<file path="config.mk">
export PLATFORM = sky130hd
export DESIGN_NAME = wb_reg_bank
export DESIGN_NICKNAME = d
export VERILOG_FILES = /design/src/rtl/wb_reg_bank.sv
export SDC_FILE = /design/constraint.sdc
export NUM_CORES = 1
export LEC_CHECK = 0
export ABC_AREA = 0
export BUFFER_PORTS_ARGS = -buffer_cell sky130_fd_sc_hd__buf_2
export CORE_MARGIN = 5
export CORE_UTILIZATION = 39
export CTS_CLUSTER_DIAMETER = 60
export DETAILED_ROUTE_END_ITERATION = 7
export GPL_ROUTABILITY_DRIVEN = 0
export PLACE_DENSITY = 0.87
export SLEW_MARGIN = 40
export SYNTH_ARGS = -nofsm -noshare
export SYNTH_HDL_FRONTEND = slang
export SYNTH_SLANG_ARGS = --single-unit
export TNS_END_PERCENT = 10
</file>
<file path="constraint.sdc">
create_clock -name wb_clock_i -period 1.75 [get_ports wb_clock_i]
set_input_delay 0.175 -clock wb_clock_i [delete_from_list [all_inputs] [get_ports wb_clock_i]]
set_output_delay 0.175 -clock wb_clock_i [all_outputs]
set_load 0.01 [all_outputs]
</file>
<file path="src/rtl/wb_reg_bank.sv">
// Wishbone (pipelined) register bank with per-bit RW / RO / W1C bit types,
// base-prefix decode and a configurable number of wait states before ack.
module wb_reg_bank #(
  parameter int unsigned REG_COUNT      = 4,
  parameter int unsigned DATA_WIDTH     = 8,
  parameter int unsigned WB_ADDR_WIDTH  = 20,
  parameter int unsigned BASE_WIDTH     = 4,
  parameter logic [BASE_WIDTH-1:0] BASE = 4'b0100,
  parameter int unsigned REG_ADDR_WIDTH = (REG_COUNT > 1) ? $clog2(REG_COUNT) : 1,
  parameter logic [REG_COUNT*DATA_WIDTH-1:0] RESET_VALUES = '0,
  parameter logic [REG_COUNT*DATA_WIDTH-1:0] WRITE_MASK   = '1,
  parameter logic [REG_COUNT*DATA_WIDTH-1:0] W1C_MASK     = '0,
  parameter int unsigned WAIT_STATES    = 0
) (
  input  logic                            wb_clock_i,
  input  logic                            wb_reset_n_i,
  input  logic [WB_ADDR_WIDTH-1:0]        wb_addr_i,
  input  logic [DATA_WIDTH-1:0]           wb_data_i,
  output logic [DATA_WIDTH-1:0]           wb_data_o,
  input  logic                            wb_we_i,
  input  logic                            wb_cycle_i,
  input  logic                            wb_strobe_i,
  output logic                            wb_stall_o,
  output logic                            wb_ack_o,
  input  logic [REG_COUNT*DATA_WIDTH-1:0] ro_i,
  input  logic [REG_COUNT*DATA_WIDTH-1:0] status_set_i,
  output logic [REG_COUNT*DATA_WIDTH-1:0] regs_o,
  output logic [REG_COUNT-1:0]            write_strobe_o
);

  localparam int unsigned TOTAL_W = REG_COUNT * DATA_WIDTH;
  localparam int unsigned CNT_W   = 4;

  // W1C wins over RW; everything that is neither is a live read-only bit.
  localparam logic [TOTAL_W-1:0] W1C_M   = W1C_MASK;
  localparam logic [TOTAL_W-1:0] RW_M    = WRITE_MASK & ~W1C_MASK;
  localparam logic [TOTAL_W-1:0] STORE_M = RW_M | W1C_M;
  localparam logic [TOTAL_W-1:0] RO_M    = ~STORE_M;

  localparam logic [CNT_W-1:0] WS_LAST = CNT_W'((WAIT_STATES == 0) ? 0 : WAIT_STATES - 1);

  typedef enum logic [1:0] {
    S_IDLE = 2'd0,
    S_WAIT = 2'd1,
    S_ACK  = 2'd2
  } state_e;

  state_e                    state_q;
  logic [CNT_W-1:0]          cnt_q;
  logic [REG_ADDR_WIDTH-1:0] idx_q;
  logic [DATA_WIDTH-1:0]     wdata_q;
  logic                      we_q;
  logic                      ack_q;
  logic                      stall_q;
  logic [DATA_WIDTH-1:0]     rdata_q;
  logic [REG_COUNT-1:0]      wstb_q;
  logic [TOTAL_W-1:0]        regs_q;
  logic [TOTAL_W-1:0]        regs_d;

  logic                      sel_c;
  logic                      enter_ack_c;
  logic [REG_ADDR_WIDTH-1:0] xfer_idx_c;
  logic [DATA_WIDTH-1:0]     xfer_data_c;
  logic                      xfer_we_c;
  logic [REG_COUNT-1:0]      wr_hit_c;
  logic [TOTAL_W-1:0]        wr_en_c;
  logic [TOTAL_W-1:0]        wdata_rep_c;
  logic [TOTAL_W-1:0]        read_img_c;
  logic [DATA_WIDTH-1:0]     rd_c;
  logic                      unused_addr_c;

  // Address bits between the prefix and the index are intentionally ignored.
  assign unused_addr_c = ^wb_addr_i;

  // Decode, transfer selection, next register image and read mux.
  always_comb begin
    sel_c = wb_cycle_i & wb_strobe_i & (state_q == S_IDLE) &
            (wb_addr_i[WB_ADDR_WIDTH-1 -: BASE_WIDTH] == BASE);

    // With zero wait states the commit edge is the accept edge, so use the bus directly.
    if (state_q == S_IDLE) begin
      xfer_idx_c  = wb_addr_i[REG_ADDR_WIDTH-1:0];
      xfer_data_c = wb_data_i;
      xfer_we_c   = wb_we_i;
    end else begin
      xfer_idx_c  = idx_q;
      xfer_data_c = wdata_q;
      xfer_we_c   = we_q;
    end

    enter_ack_c = (sel_c && (WAIT_STATES == 0)) ||
                  ((state_q == S_WAIT) && wb_cycle_i && (cnt_q == WS_LAST));

    wr_hit_c    = '0;
    wr_en_c     = '0;
    rd_c        = '0;
    wdata_rep_c = {REG_COUNT{xfer_data_c}};
    read_img_c  = (regs_q & STORE_M) | (ro_i & RO_M);
    for (int r = 0; r < REG_COUNT; r++) begin
      if (xfer_idx_c == REG_ADDR_WIDTH'(r)) begin
        wr_hit_c[r] = enter_ack_c & xfer_we_c;
        rd_c        = read_img_c[r*DATA_WIDTH +: DATA_WIDTH];
      end
      wr_en_c[r*DATA_WIDTH +: DATA_WIDTH] = {DATA_WIDTH{wr_hit_c[r]}};
    end

    // RW bits take write data; W1C bits clear on 1; hardware set applied last so it wins.
    regs_d = (regs_q & ~(wr_en_c & RW_M)) | (wdata_rep_c & wr_en_c & RW_M);
    regs_d = regs_d & ~(wr_en_c & W1C_M & wdata_rep_c);
    regs_d = regs_d | (status_set_i & W1C_M);
    regs_d = regs_d & STORE_M;
  end

  // Register storage; RO bit positions are held at zero.
  always_ff @(posedge wb_clock_i or negedge wb_reset_n_i) begin
    if (!wb_reset_n_i) begin
      regs_q <= RESET_VALUES & STORE_M;
    end else begin
      regs_q <= regs_d;
    end
  end

  // Bus FSM with registered ack, stall, read data and write strobes.
  always_ff @(posedge wb_clock_i or negedge wb_reset_n_i) begin
    if (!wb_reset_n_i) begin
      state_q <= S_IDLE;
      cnt_q   <= '0;
      idx_q   <= '0;
      wdata_q <= '0;
      we_q    <= 1'b0;
      ack_q   <= 1'b0;
      stall_q <= 1'b0;
      rdata_q <= '0;
      wstb_q  <= '0;
    end else begin
      ack_q  <= 1'b0;
      wstb_q <= '0;
      rdata_q <= '0;
      case (state_q)
        S_IDLE: begin
          if (sel_c) begin
            idx_q   <= wb_addr_i[REG_ADDR_WIDTH-1:0];
            wdata_q <= wb_data_i;
            we_q    <= wb_we_i;
            stall_q <= 1'b1;
            cnt_q   <= '0;
            if (WAIT_STATES == 0) begin
              state_q <= S_ACK;
            end else begin
              state_q <= S_WAIT;
            end
          end
        end
        S_WAIT: begin
          if (!wb_cycle_i) begin
            state_q <= S_IDLE;
            stall_q <= 1'b0;
          end else if (cnt_q == WS_LAST) begin
            state_q <= S_ACK;
          end else begin
            cnt_q <= cnt_q + CNT_W'(1);
          end
        end
        S_ACK: begin
          state_q <= S_IDLE;
          stall_q <= 1'b0;
        end
        default: begin
          state_q <= S_IDLE;
          stall_q <= 1'b0;
        end
      endcase
      if (enter_ack_c) begin
        ack_q   <= 1'b1;
        wstb_q  <= wr_hit_c;
        rdata_q <= xfer_we_c ? '0 : rd_c;
      end
    end
  end

  assign wb_ack_o       = ack_q;
  assign wb_stall_o     = stall_q;
  assign wb_data_o      = rdata_q;
  assign write_strobe_o = wstb_q;
  assign regs_o         = regs_q;

endmodule

</file>
==> reports/metrics.cfg <==
[placement]
dp.cells=322
io_buffers=64
hpwl_mm=4.524

[worst_setup_path]
cp_slowest_cell=dfrtp_2
crit_chain=buf_12 > mux2i_4 > mux2i_1 > a2111oi_0
cp_max_fo=9
end_kind=flop
worstPathArrival_ps=1940
cp-start-kind=flop
critPathMaxStageDelay_ps=510
worstPathRequired_ps=1910
critPathKind=reg -> reg
crit_buf_inv=1
crit_family=flip-flops

[layout]
layout_commonest_cell=buf_2
fill_cells=560
fin_cells=331
nets=350
diodes=0
layout_common_cells=64 x buf_2, 55 x dfrtp_1, 50 x mux2_2
drive_gt1_share_pct=61.42
area_growth_pct=27.82

[synth]
yosys.area.top_type_share_pct=56.85
synth_area_sq_um=2465
synth_top_area_cell=dfrtp_1
synth_area_per_cell_sq_um=14.67
yosys_warnings=0
synthesis.nets=265
synthCells=168
ys_ff_latch=56
yosysSeqAreaShare_pct=56.85
netlist_top_cells_area=dfrtp_1 57%, mux2_2 23%, mux2i_1 3.2%
synthDistinctLibCells=24

[global_route]
grt_max_degree=32
grt_usage_pct=16.44
grt_pass1_vias=1828
grt_overflow=0
antenna_found_initial=0
grt_pass1_wl_mm=9.632

[floorplan]
die_width_um=89.50
rows=29
core_sq_um=6241
fp.dieH_um=89.50
io_pins=143
dieArea_sq_um=8010
start_util_pct=39.49

[routing]
drc=0
dr.pass1.iters=4
vias=1720
wl_per_cell_um=17.90
ant_nets=0
vias_per_cell=5.196
drt_iter0_markers=141
routed_wirelength_mm=5.925

[timing]
finalHoldViolCount=0
fin_ws_ps=-30.49
finalMaxSlewViolations=0
fmax_mhz=561.6
period_share_pct=101.7
rsz0062_at_grt=true
fin_crit_ps=1780
setup-violations-final=1
slew_headroom_pct=58.74
timing.hold.ws_ps=104.0
worst_pin_slew_ps=618.9
finalClockSkew_ps=6.525
tns_ps=-30.49

[clock_tree]
root_buffer=clkbuf_8
htreeDepth=2
clock_path_buffers=2
cts_tree=yes
numCtsBuffers=5
clock_sinks=56
clk_pin_slew_ps=100
insertion_delay_ps=310

[power_and_ir_drop]
worst_ir_drop_vdd_mv=0.3736
p_per_area_nw_per_um2=785.5
seqPwrFrac_pct=58.0
power.leakage_uw=0.001752
power.switching_uw=621.2
p_total_uw=2475
p_int_uw=1853
pwr-share-comb_pct=12.1
clockPowerShare_pct=29.9
swShare_pct=25.10

[job]
drv_cap=0

[run_status]
outcome=complete, but fails checks
violations=negative setup slack

[min_path]
min_path_type=in -> reg

-- kinds of logic (layout without fill, tap and decap cells) --
family | Yosys count | in the layout | share of synthesized area, %
compound gates | 25 | 25 | 7.259
simple gates | 14 | 14 | 5.431
buf+inv | 13 | 99 | 2.538
flops | 56 | 56 | 56.85
mux | 60 | 60 | 27.92
-- power by group through the flow --
| stage | registers (uW) | logic, uW | clock network [uW] |
|---|---|---|---|
| after floorplan | 1460 | 147 | 0 |
| after global placement | 1450 | 288 | 0 |
| after detailed placement | 1460 | 299 | 0 |
| after CTS | 1440 | 301 | 771 |
| after global routing | 1450 | 327 | 838 |
| final | 1440 | 299 | 740 |
-- Yosys cell counts --
library cell	number
a2111oi_0	1
a2111oi_1	6
a2111oi_2	1
a21oi_1	15
and3b_1	1
and4bb_1	1
and4bb_2	1
buf_2	5
buf_6	1
clkbuf_1	2
dfrtp_1	56
inv_1	5
mux2_2	50
mux2i_1	8
mux2i_4	2
nand3_1	2
nand3b_1	2
nand4_2	2
nand4b_2	2
nor2_1	1
nor3b_1	1
o211a_1	1
o21ba_2	1
or3b_2	1
-- per-layer routing --
layer,vias up,GRT usage [%],wire length [um]
li1,793,-,-
met1,865,21.92,2575
met2,53,25.85,2854
met3,9,4.424,394
met4,0,5.819,100
met5,-,0,0
-- stage by stage --
stage	cell area [sq um]	worst slack [ps]	util (%)
detailed placement	3033	-95.14	48.60
floorplan	2465	53.54	-
global placement	3033	-28.09	48.60
global route	3151	-98.08	50.48
CTS	3141	15.11	50.32
finish	3151	-30.49	50.48
-- path summary, 6_finish.rpt --
check | start | end | slack [ps] | depth (start not counted)
worst max-delay path | wb_stall_o$_DFFE_PN0P_ | wb_data_o[5]$_DFF_PN0_ | -30 | 4
worst max register to register | wb_stall_o$_DFFE_PN0P_ | wb_data_o[5]$_DFF_PN0_ | -30 | 4
min in group asynchronous | wb_reset_n_i | wb_ack_o$_DFF_PN0_ | 410 | 2
worst min-delay path | wb_data_i[7] | wdata_q[7]$_DFFE_PN0P_ | 100 | 2
max in group asynchronous | wb_reset_n_i | wdata_q[1]$_DFFE_PN0P_ | 760 | 3
worst min register to register | wdata_q[0]$_DFFE_PN0P_ | wdata_q[0]$_DFFE_PN0P_ | 520 | 1
-- final cells by class --
type	count	area (sq um)	area share, %
Clock buffer	6	82.58	2.621
Clock inverter	2	13.76	0.4369
Inverter	5	18.77	0.5957
Multi-Input combinational cell	99	1011	32.09
Sequential cell	56	1403	44.52
Tap cell	77	96.34	3.058
Timing Repair Buffer	86	525.5	16.68
-- repair_timing --
item | in CTS | in global routing
gates resized for setup | 1 | 2
setup buffers | 0 | 0
endpoints found under the hold margin | 25 | 0
pin swaps | 0 | 1
endpoints found under the setup margin | 19 | 15
hold buffers | 1 | 0
-- worst register-to-register path: stages (launching register included) --
cell and delay, ps:
dfrtp_2 510, buf_12 150, mux2i_4 350, mux2i_1 120, a2111oi_0 510
No activity file was read; power rests on OpenSTA's default activity.
